<file path="src/rtl/bin2bcd_chan.sv">
// Multi-channel binary-to-BCD converter: shift-add-3 over all channels in lockstep, registered results.
// Optional BCD_BLANK_EN macro replaces leading zero digits with 4'hF.
module bin2bcd_chan #(
    parameter int WIDTH    = 8,
    parameter int DIGITS   = 2,
    parameter int CHANNELS = 3
) (
    input  logic                         clk,
    input  logic                         rst,
    input  logic                         start,
    input  logic [CHANNELS*WIDTH-1:0]    bin_in,
    output logic                         busy,
    output logic                         done,
    output logic [CHANNELS*DIGITS*4-1:0] bcd_out,
    output logic [CHANNELS-1:0]          ovf
);

    // Accumulator holds 2^WIDTH-1 whatever DIGITS is; ceil(WIDTH/3) digits always suffice.
    localparam int ACC_DIGITS = (WIDTH + 2) / 3;
    localparam int ACC_W      = ACC_DIGITS * 4;
    localparam int MAXD       = (ACC_DIGITS > DIGITS) ? ACC_DIGITS : DIGITS;
    localparam int OUT_W      = DIGITS * 4;
    localparam int CW         = $clog2(WIDTH) + 1;

    typedef enum logic [1:0] {IDLE, SHIFT, DONE} state_t;

    state_t                 r_state;
    state_t                 w_next;
    logic [CW-1:0]          r_cnt;
    logic [WIDTH-1:0]       r_bin     [CHANNELS];
    logic [ACC_W-1:0]       r_acc     [CHANNELS];
    logic [WIDTH-1:0]       w_bin_nxt [CHANNELS];
    logic [ACC_W-1:0]       w_acc_nxt [CHANNELS];
    logic [CHANNELS*OUT_W-1:0] w_bcd;
    logic [CHANNELS-1:0]    w_ovf;
    logic                   w_last;

    assign w_last = (r_cnt == CW'(WIDTH - 1));

    function automatic logic [ACC_W+WIDTH-1:0] ddStep(input logic [ACC_W-1:0] acc,
                                                      input logic [WIDTH-1:0] bin);
        logic [ACC_W-1:0] adj;
        adj = acc;
        for (int d = 0; d < ACC_DIGITS; d++) begin
            if (adj[d*4 +: 4] >= 4'd5)
                adj[d*4 +: 4] = adj[d*4 +: 4] + 4'd3;
        end
        return {adj, bin} << 1;
    endfunction

    // Returns {overflow, digits}; saturated channels are never blanked.
    function automatic logic [OUT_W:0] fmtDigits(input logic [ACC_W-1:0] acc);
        logic [MAXD*4-1:0] pad;
        logic [OUT_W-1:0]  dig;
        logic              ov;
`ifdef BCD_BLANK_EN
        logic              seen;
`endif
        pad = (MAXD*4)'(acc);
        ov  = 1'b0;
        for (int d = DIGITS; d < MAXD; d++) begin
            if (pad[d*4 +: 4] != 4'd0)
                ov = 1'b1;
        end
        dig = pad[OUT_W-1:0];
        if (ov) begin
            dig = {DIGITS{4'h9}};
        end
`ifdef BCD_BLANK_EN
        else begin
            seen = 1'b0;
            for (int d = DIGITS - 1; d > 0; d--) begin
                if (dig[d*4 +: 4] != 4'd0)
                    seen = 1'b1;
                if (!seen)
                    dig[d*4 +: 4] = 4'hF;
            end
        end
`endif
        return {ov, dig};
    endfunction

    always_ff @(posedge clk or negedge rst) begin
        if (!rst)
            r_state <= IDLE;
        else
            r_state <= w_next;
    end

    always_comb begin
        w_next = r_state;
        case (r_state)
            IDLE:    if (start) w_next = SHIFT;
            SHIFT:   if (w_last) w_next = DONE;
            DONE:    w_next = IDLE;
            default: w_next = IDLE;
        endcase
    end

    always_comb begin
        w_bcd = '0;
        w_ovf = '0;
        for (int c = 0; c < CHANNELS; c++) begin
            {w_acc_nxt[c], w_bin_nxt[c]} = ddStep(r_acc[c], r_bin[c]);
            {w_ovf[c], w_bcd[c*OUT_W +: OUT_W]} = fmtDigits(w_acc_nxt[c]);
        end
    end

    // Results load from the final shift so they appear on the edge that enters DONE.
    always_ff @(posedge clk or negedge rst) begin
        if (!rst) begin
            r_cnt   <= '0;
            busy    <= 1'b0;
            done    <= 1'b0;
            bcd_out <= '0;
            ovf     <= '0;
            for (int c = 0; c < CHANNELS; c++) begin
                r_bin[c] <= '0;
                r_acc[c] <= '0;
            end
        end else begin
            busy <= (w_next != IDLE);
            done <= (w_next == DONE);
            case (r_state)
                IDLE: begin
                    if (start) begin
                        r_cnt <= '0;
                        for (int c = 0; c < CHANNELS; c++) begin
                            r_bin[c] <= bin_in[c*WIDTH +: WIDTH];
                            r_acc[c] <= '0;
                        end
                    end
                end
                SHIFT: begin
                    r_cnt <= r_cnt + 1'b1;
                    for (int c = 0; c < CHANNELS; c++) begin
                        r_bin[c] <= w_bin_nxt[c];
                        r_acc[c] <= w_acc_nxt[c];
                    end
                    if (w_last) begin
                        bcd_out <= w_bcd;
                        ovf     <= w_ovf;
                    end
                end
                default: ;
            endcase
        end
    end

endmodule

</file>
<file path="config.mk">
export PLATFORM = sky130hd
export DESIGN_NAME = bin2bcd_chan
export DESIGN_NICKNAME = d
export VERILOG_FILES = /design/src/rtl/bin2bcd_chan.sv
export SDC_FILE = /design/constraint.sdc
export NUM_CORES = 1
export LEC_CHECK = 0
export CAP_MARGIN = 20
export CELL_PAD_IN_SITES_DETAIL_PLACEMENT = 0
export CELL_PAD_IN_SITES_GLOBAL_PLACEMENT = 1
export CORE_AREA = 3 3 104 106
export CTS_BUF_LIST = sky130_fd_sc_hd__clkbuf_2
export DETAILED_ROUTE_END_ITERATION = 10
export DIE_AREA = 0 0 107 109
export PLACE_DENSITY = 0.82
export SYNTH_ARGS = -nofsm -noshare
export SYNTH_HDL_FRONTEND = slang
export SYNTH_SLANG_ARGS = --single-unit
</file>
<file path="constraint.sdc">
create_clock -name clk -period 4.9 [get_ports clk]
set_clock_uncertainty 0.15 [all_clocks]
set_input_delay 0.735 -clock clk [delete_from_list [all_inputs] [get_ports clk]]
set_output_delay 0.735 -clock clk [all_outputs]
set_load 0.02 [all_outputs]
</file>
==> impl_metrics.json, run 1 <==
{
  "status": "finished, final reports clean",
  "timing.fmax_mhz": 321,
  "worstSetupPathType": "reg2reg",
  "cts_root_buffer": "clkbuf_2",
  "post-place-cells": 657,
  "syn_area_per_cell_sq_um": 9.62,
  "crit_arrival_ps": 3400,
  "cts_tree": "built",
  "startpoint_type": "flop",
  "leakagePower_nw": 2.32,
  "row_count": 36,
  "drc": 0,
  "worst_pin_slew_ps": 951,
  "clk_latency_ps": 540,
  "setup_violations": 0,
  "final_common_cell": "dfrtp_1",
  "clkTransAtPathRegs_ps": 260,
  "cp_max_fo": 29,
  "max-slew-margin-rel": 0.366,
  "fillerInstances": 881,
  "core_area_sq_mm": 0.00986,
  "synth_area_sq_mm": 0.00470,
  "cts_max_level": 3,
  "drt-total-wl_microns": 10000,
  "portBuffers": 55,
  "ys_seq_elements": 95,
  "grt_max_degree": 68,
  "syn_to_final_growth_pct": 15.7,
  "crit_chain": "nor2b_2 > nand2_1 > inv_2 > nand4_2 > o22a_1",
  "drv_slew": 0,
  "grt_pass1_wl_microns": 17200,
  "cp.required_ps": 5190,
  "fin_crit_ps": 3120,
  "met3_usage": 0.0361,
  "hold_path.class": "in2async",
  "ant_nets": 0,
  "synth_cell_types": 39,
  "ios": 56,
  "post_cts.repair.setup_buffers": 0,
  "cp_slowest_cell": "dfrtp_1",
  "ys_seq_area_frac": 0.505,
  "initial_core_util": 0.477,
  "grt_antenna_before_repair": 0,
  "crit_path_max_incr_delay_ps": 790,
  "rsz0062_at_grt": "no",
  "die_x_microns": 107,
  "place.gp.congestion": 0.798,
  "cts_sinks": 95,
  "final_area_sq_mm": 0.00544,
  "power_density_mw_per_mm2": 643,
  "grt.overflow.total": 0,
  "ys_warn_count": 0,
  "dp_hpwl_microns": 6710,
  "drive_gt1_frac": 0.0648,
  "drt-vias-per-instance": 5.41,
  "synthesis.nets": 535,
  "final_cell_mix": "95 x dfrtp_1, 71 x o21ai_0, 54 x clkdlybuf4s50_1",
  "hold_violations": 0,
  "setup_ws_ps": 1780,
  "cts_resized": 0,
  "peakVddDrop_mv": 0.235,
  "fin_crit_sh": 0.636,
  "die-area_sq_mm": 0.0117,
  "met1_usage": 0.250,
  "cts_hold_buf": 0,
  "dr_total_vias": 3639,
  "die_y_microns": 109,
  "drtIter0Drc": 207,
  "numCtsBuffers": 9,
  "final_util": 0.552,
  "maxCapViolCount": 0,
  "tns_ps": 0,
  "nNetsFinal": 581,
  "gr-max-usage-layer": "met2",
  "grt_use_met2": 0.305,
  "grt_pass1_vias": 3554,
  "wire_per_inst_microns": 14.9,
  "syn_inst": 489,
  "clockBufferDepth": 2,
  "diodes": 0,
  "stdcell_count": 673,
  "dp_slack_ps": 1470,
  "firstDrtPassIters": 6,
  "dpl_cell_area_sq_mm": 0.00536,
  "grt_usage": 0.185,
  "critPathCaptureType": "flop"
}
-- kinds of logic after synthesis --
group,Yosys count,synth area share
buf+inv,54,0.0452
flops,95,0.505
xor+xnor,9,0.0168
fa+ha+maj,19,0.0505
compound gates,179,0.227
mux,8,0.0186
simple gates,125,0.136
-- state kept, by name, summed over array words and instances (netlist names) --
name / cells
r_acc: 36
bcd_out: 24
r_bin: 24
r_cnt: 4
ovf: 3
r_state: 2
busy: 1
done: 1
-- power breakdown --
part	switching (mW)	internal, mW
registers	0.271	1.12
logic	1.01	0.785
clock network	0.257	0.0632
-- final cells by class --
type / count / area (sq um) / share of cell area
inverter: 28 / 105 / 0.0193
tap: 133 / 166 / 0.0306
sequential: 95 / 2380 / 0.437
timing repair buffer: 61 / 593 / 0.109
multi-input combinational: 340 / 2120 / 0.389
clock buffer: 9 / 45.0 / 0.00827
clock inverter: 7 / 40.0 / 0.00735
-- metrics by stage --
stage | total power [mW] | hold WS [ps]
6_report | 3.50 | 120
5_1_grt | 3.84 | 111
3_5_place_dp | 3.22 | 317
3_3_place_gp | 3.15 | 312
4_1_cts | 3.54 | 106
2_1_floorplan | 2.65 | 289
-- final timing paths --
check,start,to,slack [ps],depth (start not counted)
worst max-delay path,r_state[1]$_DFF_PN0_,bcd_out[3]$_DFFE_PN0P_,1780,5
worst min-delay path,rst,r_cnt[3]$_DFFE_PN0P_,120,1
worst max register to register,r_state[1]$_DFF_PN0_,bcd_out[3]$_DFFE_PN0P_,1780,5
worst min register to register,ovf[1]$_DFFE_PN0P_,ovf[1]$_DFFE_PN0P_,360,2
max in group asynchronous,rst,r_bin[15]$_DFFE_PN0P_,3560,2
min in group clk,ovf[1]$_DFFE_PN0P_,ovf[1]$_DFFE_PN0P_,360,2
-- worst max-delay path: cells and delay by family (launching register included) --
family | cells | cell delay, ps
AND/OR/NAND/NOR | 3 | 1170
flip-flops | 1 | 790
buffers and inverters | 1 | 640
AO/OA/AOI/OAI | 1 | 270
-- layer usage --
layer	routed length (microns)	up-vias	share of wire
met2	4820	76	0.48
met4	143	0	0.014
met3	345	12	0.034
met5	0	-	0
met1	4720	1752	0.47
li1	-	1799	-
-- synthesized netlist by cell type (all sizes together) --
| cell type | instances | area, sq um |
|---|---|---|
| o21a | 2 | 15.0 |
| mux2i | 2 | 20.0 |
| dfrtp | 95 | 2380 |
| nand3b | 1 | 7.51 |
| nand3 | 2 | 10.0 |
| buf | 9 | 43.8 |
| a21oi | 46 | 234 |
| clkbuf | 17 | 63.8 |
| a21o | 1 | 7.51 |
| xnor2 | 9 | 78.8 |
| inv | 28 | 105 |
| nor3 | 9 | 45.0 |
| a32o | 1 | 10.0 |
| o31ai | 1 | 7.51 |
| a221o | 1 | 10.0 |
| a21boi | 1 | 11.3 |
| nor2b | 26 | 163 |
| nand4 | 2 | 25.0 |
| ha | 19 | 238 |
| nor3b | 8 | 60.1 |
| a22o | 3 | 26.3 |
| a22oi | 21 | 158 |
| mux2 | 6 | 67.6 |
| o211ai | 1 | 7.51 |
| or2 | 1 | 6.26 |
| o22a | 8 | 70.1 |
| nand2 | 49 | 184 |
| o21ai | 77 | 397 |
| o41ai | 2 | 25.0 |
| nor2 | 11 | 41.3 |
| nand2b | 16 | 100 |
| o22ai | 13 | 81.3 |
| a41oi | 1 | 8.76 |
No activity file was read; power rests on OpenSTA's default activity.
==> run 2: changes to the inputs <==
--- a/config.mk
+++ b/config.mk
@@ -8,11 +8,11 @@
 export CAP_MARGIN = 20
 export CELL_PAD_IN_SITES_DETAIL_PLACEMENT = 0
 export CELL_PAD_IN_SITES_GLOBAL_PLACEMENT = 1
-export CORE_AREA = 3 3 104 106
+export CORE_AREA = 3 3 107 109
 export CTS_BUF_LIST = sky130_fd_sc_hd__clkbuf_2
 export DETAILED_ROUTE_END_ITERATION = 10
-export DIE_AREA = 0 0 107 109
-export PLACE_DENSITY = 0.82
+export DIE_AREA = 0 0 110 112
+export PLACE_DENSITY = 0.78
 export SYNTH_ARGS = -nofsm -noshare
 export SYNTH_HDL_FRONTEND = slang
 export SYNTH_SLANG_ARGS = --single-unit
==> constraint.sdc (replaced) <==
create_clock -name clk -period 3.1 [get_ports clk]
set_clock_uncertainty 0.15 [all_clocks]
set_input_delay 0.465 -clock clk [delete_from_list [all_inputs] [get_ports clk]]
set_output_delay 0.465 -clock clk [all_outputs]
set_load 0.02 [all_outputs]
==> run 2 against run 1 <==
Against the previous run:
- final cell count grew 1.8%
- die area increased by 5.6%
- wire length rose by 2.4%
- via count rose by 2.1%
- largest power group unchanged
==> impl_metrics.json, run 2 (same netlist as run 1, synthesis figures left out) <==
{
  "largest-register": "r_acc",
  "p_comb_frac": 0.516,
  "initial_core_util": 0.440,
  "cts_max_level": 3,
  "tns_ps": 0,
  "seqPwrFrac": 0.391,
  "drv_slew": 0,
  "max-slew-margin-rel": 0.562,
  "timing.fmax_mhz": 441,
  "cts_sinks": 95,
  "final_cell_mix": "95 x dfrtp_1, 71 x o21ai_0, 54 x clkdlybuf4s50_1",
  "place.gp.congestion": 0.802,
  "whs_ps": 294,
  "met2_length_microns": 5000,
  "top_layer": "met4",
  "switching_power_mw": 2.45,
  "worst_pin_slew_ps": 657,
  "setup_ws_ps": 832,
  "portBuffers": 55,
  "numCtsBuffers": 9,
  "row_count": 38,
  "clk_latency_ps": 550,
  "maxCapViolCount": 0,
  "grt_pass1_wl_microns": 18000,
  "die_x_microns": 110,
  "wl_met1_microns": 4780,
  "drtIter0Drc": 188,
  "core_area_sq_mm": 0.0107,
  "die-area_sq_mm": 0.0123,
  "status": "finished, final reports clean",
  "p_clk_frac": 0.093,
  "startpoint_type": "flop",
  "dp_slack_ps": 870,
  "dp_hpwl_microns": 6880,
  "ios": 56,
  "drt-vias-per-instance": 5.42,
  "drt-total-wl_microns": 10300,
  "largest_registers": "r_acc: 36 flops, bcd_out: 24 flops, r_bin: 24 flops",
  "grt_pass1_vias": 3709,
  "nNetsFinal": 586,
  "intPower_mw": 3.13,
  "setup_violations": 0,
  "dr_total_vias": 3716,
  "grt.overflow.total": 0,
  "largest_reg_flops": 36,
  "power_density_mw_per_mm2": 1010,
  "firstDrtPassIters": 4,
  "grt_antenna_before_repair": 0,
  "worstSetupPathType": "reg2reg",
  "hold_violations": 0,
  "syn_to_final_growth_pct": 17.1,
  "clockBufferDepth": 2,
  "cp.required_ps": 3400,
  "drc": 0,
  "ant_nets": 0,
  "hold_path.class": "in2async",
  "wire_per_inst_microns": 15.0,
  "met3_length_microns": 411,
  "diodes": 0,
  "peakVddDrop_mv": 0.330,
  "grt_usage": 0.184,
  "die_y_microns": 112,
  "crit_arrival_ps": 2570,
  "grt_max_degree": 51,
  "rsz0062_at_grt": "no",
  "drive_gt1_frac": 0.0734,
  "cp_max_fo": 9,
  "cts_root_buffer": "clkbuf_2",
  "final_common_cell": "dfrtp_1",
  "clkTransAtPathRegs_ps": 280,
  "fin_crit_sh": 0.732,
  "fin_crit_ps": 2270,
  "cts_resized": 0,
  "critPathCaptureType": "flop",
  "leakagePower_nw": 2.34,
  "switching_share": 0.439,
  "cts_tree": "built"
}
-- run 2: final timing paths --
check | startpoint | end | slack (ps) | depth (start not counted)
setup / recovery | r_acc[8]$_DFFE_PN0P_ | bcd_out[19]$_DFFE_PN0P_ | 830 | 7
hold / removal | rst | bcd_out[11]$_DFFE_PN0P_ | 290 | 2
setup reg to reg | r_acc[8]$_DFFE_PN0P_ | bcd_out[19]$_DFFE_PN0P_ | 830 | 7
hold reg to reg | bcd_out[22]$_DFFE_PN0P_ | bcd_out[22]$_DFFE_PN0P_ | 360 | 2
max in group asynchronous | rst | r_bin[5]$_DFFE_PN0P_ | 1790 | 3
min in group clk | bin_in[4] | r_bin[20]$_DFFE_PN0P_ | 340 | 3
-- run 2: layer usage --
metal  vias to the layer above  GRT usage
li1                       1813          -
met1                      1825      0.258
met2                        70      0.283
met3                         8     0.0452
met4                         0     0.0499
met5                         -          0
-- run 2: layout make-up --
type / count / area [sq um]
Timing Repair Buffer: 66 / 646
Clock buffer: 10 / 50.0
Clock inverter: 6 / 37.5
Inverter: 28 / 105
Sequential cell: 95 / 2380
Fill cell: 1004 / 5190
Multi-Input combinational cell: 340 / 2120
Tap cell: 140 / 175
-- run 2: power groups by stage --
stage | Clock (mW) | Sequential (mW) | Combinational (mW)
2_1_floorplan | 0 | 2.29 | 1.89
3_3_place_gp | 0 | 2.19 | 2.83
3_5_place_dp | 0 | 2.21 | 2.91
4_1_cts | 0.549 | 2.18 | 2.92
5_1_grt | 0.607 | 2.26 | 3.27
6_report | 0.521 | 2.18 | 2.88
-- run 2: what timing repair did --
action,4_1_cts,5_1_grt
setup buffers,0,0
hold buffers,1,0
endpoints found under the hold margin,49,0
-- run 2: metrics by stage --
step | power [mW] | util | instances | area [sq um]
2_1_floorplan | 4.18 | - | 489 | 4700
3_3_place_gp | 5.02 | 0.506 | 668 | 5410
3_5_place_dp | 5.12 | 0.506 | 668 | 5410
4_1_cts | 5.64 | 0.515 | 685 | 5510
5_1_grt | 6.14 | 0.515 | 685 | 5510
6_report | 5.58 | 0.515 | 685 | 5510
-- run 2: critical path, cell delays in order (launching register included) --
cell	delay [ps]
dfrtp_1	460
inv_1	140
ha_1	210
nand2b_1	70
a21oi_1	360
mux2i_1	280
nand4_2	260
o22a_1	270
==> run 3: changes to the inputs <==
--- a/config.mk
+++ b/config.mk
@@ -8,11 +8,11 @@
 export CAP_MARGIN = 20
 export CELL_PAD_IN_SITES_DETAIL_PLACEMENT = 0
 export CELL_PAD_IN_SITES_GLOBAL_PLACEMENT = 1
-export CORE_AREA = 3 3 107 109
+export CORE_AREA = 3 3 113 115
 export CTS_BUF_LIST = sky130_fd_sc_hd__clkbuf_2
 export DETAILED_ROUTE_END_ITERATION = 10
-export DIE_AREA = 0 0 110 112
-export PLACE_DENSITY = 0.78
+export DIE_AREA = 0 0 116 118
+export PLACE_DENSITY = 0.73
 export SYNTH_ARGS = -nofsm -noshare
 export SYNTH_HDL_FRONTEND = slang
 export SYNTH_SLANG_ARGS = --single-unit
==> constraint.sdc (replaced) <==
create_clock -name clk -period 1.9 [get_ports clk]
set_clock_uncertainty 0.15 [all_clocks]
set_input_delay 0.285 -clock clk [delete_from_list [all_inputs] [get_ports clk]]
set_output_delay 0.285 -clock clk [all_outputs]
set_load 0.02 [all_outputs]
==> run 3 against run 2 <==
Against the previous run:
- the flow now finishes with violations (setup timing)
- count of clock-buffer cells in the layout is 1 lower
- first-iteration DRC count down 11%
- wire length grew 14%
- worst hold slack got worse by 160 ps
- final cell count is 8.8% higher
- core utilization rose by 1.1 points
- worst setup slack worse by 900 ps
- largest cell class unchanged
- highest routed layer unchanged
==> impl_metrics.json, run 3 (same netlist as run 1, synthesis figures left out) <==
{
  "status": "finished with violations",
  "violations": "setup timing",
  "ios": 56,
  "final_util": 0.526,
  "dr_total_vias": 3976,
  "cts_sinks": 95,
  "die_y_microns": 118,
  "final_common_cell": "dfrtp_1",
  "final_cell_mix": "94 x dfrtp_1, 61 x o21ai_0, 55 x buf_4",
  "largest_reg_flops": 36,
  "drc": 0,
  "clk_latency_ps": 590,
  "core_area_sq_mm": 0.0119,
  "dpl_cell_area_sq_mm": 0.00576,
  "fin_total_pwr_mw": 10.9,
  "fin_crit_sh": 1.04,
  "cp_slowest_cell": "dfrtp_2",
  "setup_ws_ps": -71.4,
  "worstSetupPathType": "reg2reg",
  "critical_path_buf_inv_count": 1,
  "dp_hpwl_microns": 7700,
  "firstDrtPassIters": 4,
  "power_density_mw_per_mm2": 1750,
  "numCtsBuffers": 9,
  "fillerInstances": 1081,
  "drt-total-wl_microns": 11700,
  "drive_gt1_frac": 0.221,
  "hold_path.class": "in2reg",
  "drv_slew": 0,
  "crit_arrival_ps": 2290,
  "cts_tree": "built",
  "drt-vias-per-instance": 5.34,
  "stdcell_count": 745,
  "setup_violations": 8,
  "cpLargestDelayFamily": "compound AO/OA/AOI/OAI gates",
  "ant_nets": 0,
  "place.gp.congestion": 0.770,
  "grt_max_degree": 38,
  "syn_to_final_growth_pct": 33.1,
  "startpoint_type": "flop",
  "grt_pass1_wl_microns": 19700,
  "timing.fmax_mhz": 507,
  "final_area_sq_mm": 0.00626,
  "critPathCaptureType": "flop",
  "hold_violations": 0,
  "fin_crit_ps": 1970,
  "grt_antenna_before_repair": 0,
  "cts_root_buffer": "clkbuf_2",
  "initial_core_util": 0.395,
  "drtIter0Drc": 168,
  "cp_max_fo": 6,
  "wire_per_inst_microns": 15.7,
  "die-area_sq_mm": 0.0137,
  "cp.required_ps": 2220,
  "portBuffers": 55,
  "nNetsFinal": 639,
  "leakagePower_nw": 2.76,
  "row_count": 40,
  "grt_usage": 0.179,
  "largest-register": "r_acc",
  "crit_chain": "inv_2 > ha_4 > nand2b_4 > nor3b_4 > a221o_1 > o21ai_4 > o21ai_1",
  "diodes": 0,
  "clockBufferDepth": 2,
  "max-slew-margin-rel": 0.746,
  "cts_max_level": 3,
  "post-place-cells": 716,
  "rsz0062_at_grt": "yes",
  "grt_pass1_vias": 4036,
  "crit_path_max_incr_delay_ps": 520,
  "worst_pin_slew_ps": 381,
  "maxCapViolCount": 0,
  "clkTransAtPathRegs_ps": 270,
  "grt.overflow.total": 0,
  "largest_registers": "r_acc: 36 flops, bcd_out: 24 flops, r_bin: 24 flops",
  "peakVddDrop_mv": 0.629,
  "die_x_microns": 116
}
[run 3: worst paths after layout]
| path | slack (ps) | to | start | cells past startpoint |
|---|---|---|---|---|
| worst max-delay path | -70 | bcd_out[11]$_DFFE_PN0P_ | r_acc[16]$_DFFE_PN0P_ | 7 |
| worst min-delay path | 140 | r_bin[8]$_DFFE_PN0P_ | bin_in[8] | 3 |
| worst max register to register | -70 | bcd_out[11]$_DFFE_PN0P_ | r_acc[16]$_DFFE_PN0P_ | 7 |
| worst min register to register | 350 | bcd_out[21]$_DFFE_PN0P_ | bcd_out[21]$_DFFE_PN0P_ | 2 |
| max in group asynchronous | 780 | bcd_out[11]$_DFFE_PN0P_ | rst | 4 |
| min in group asynchronous | 450 | r_acc[35]$_DFFE_PN0P_ | rst | 3 |
[run 3: layout make-up]
type,instances,area (sq um),share of cell area
clock inverters,7,135,0.0216
flip-flops and latches,95,2380,0.380
clock buffers,9,45.0,0.00720
multi-input cells,341,2360,0.377
well taps,147,184,0.0294
repair buffers,118,1050,0.168
inverters,28,108,0.0172
[run 3: where the power goes]
part	leakage, nW	total, mW	internal [mW]	switching [mW]
Clock	0.106	1.39	0.691	0.701
Combinational	1.45	5.93	2.78	3.14
Sequential	1.20	3.62	2.88	0.741
Total	2.76	10.9	6.36	4.59
[run 3: what timing repair did]
action,CTS,global route
setup buffers,2,7
setup endpoints to repair,52,33
pin swaps,12,24
hold buffers,3,0
resized for setup,64,28
gates cloned,1,0
hold endpoints to repair,95,0
[run 3: stage by stage]
| step | setup slack, ps | setup TNS, ps | hold WS [ps] |
|---|---|---|---|
| 6_report | -71.4 | -215 | 136 |
| 5_1_grt | -121 | -1770 | 96.4 |
| 4_1_cts | -23.7 | -52.8 | 82.5 |
| 3_5_place_dp | -74.8 | -192 | 131 |
| 3_3_place_gp | -0.733 | -1.35 | 131 |
| 2_1_floorplan | 49.7 | 0 | -161 |
[run 3: routing by layer]
metal,share of wire,vias to the layer above,GRT usage
met5,0,-,0
met4,0.016,0,0.0653
met3,0.032,14,0.0267
met2,0.47,75,0.273
met1,0.49,1955,0.256
li1,-,1932,-
[run 3: tightest hold or removal path: stages]
cell             delay, ps
clkdlybuf4s50_1        400
a21oi_1                110
o21ai_0                 70
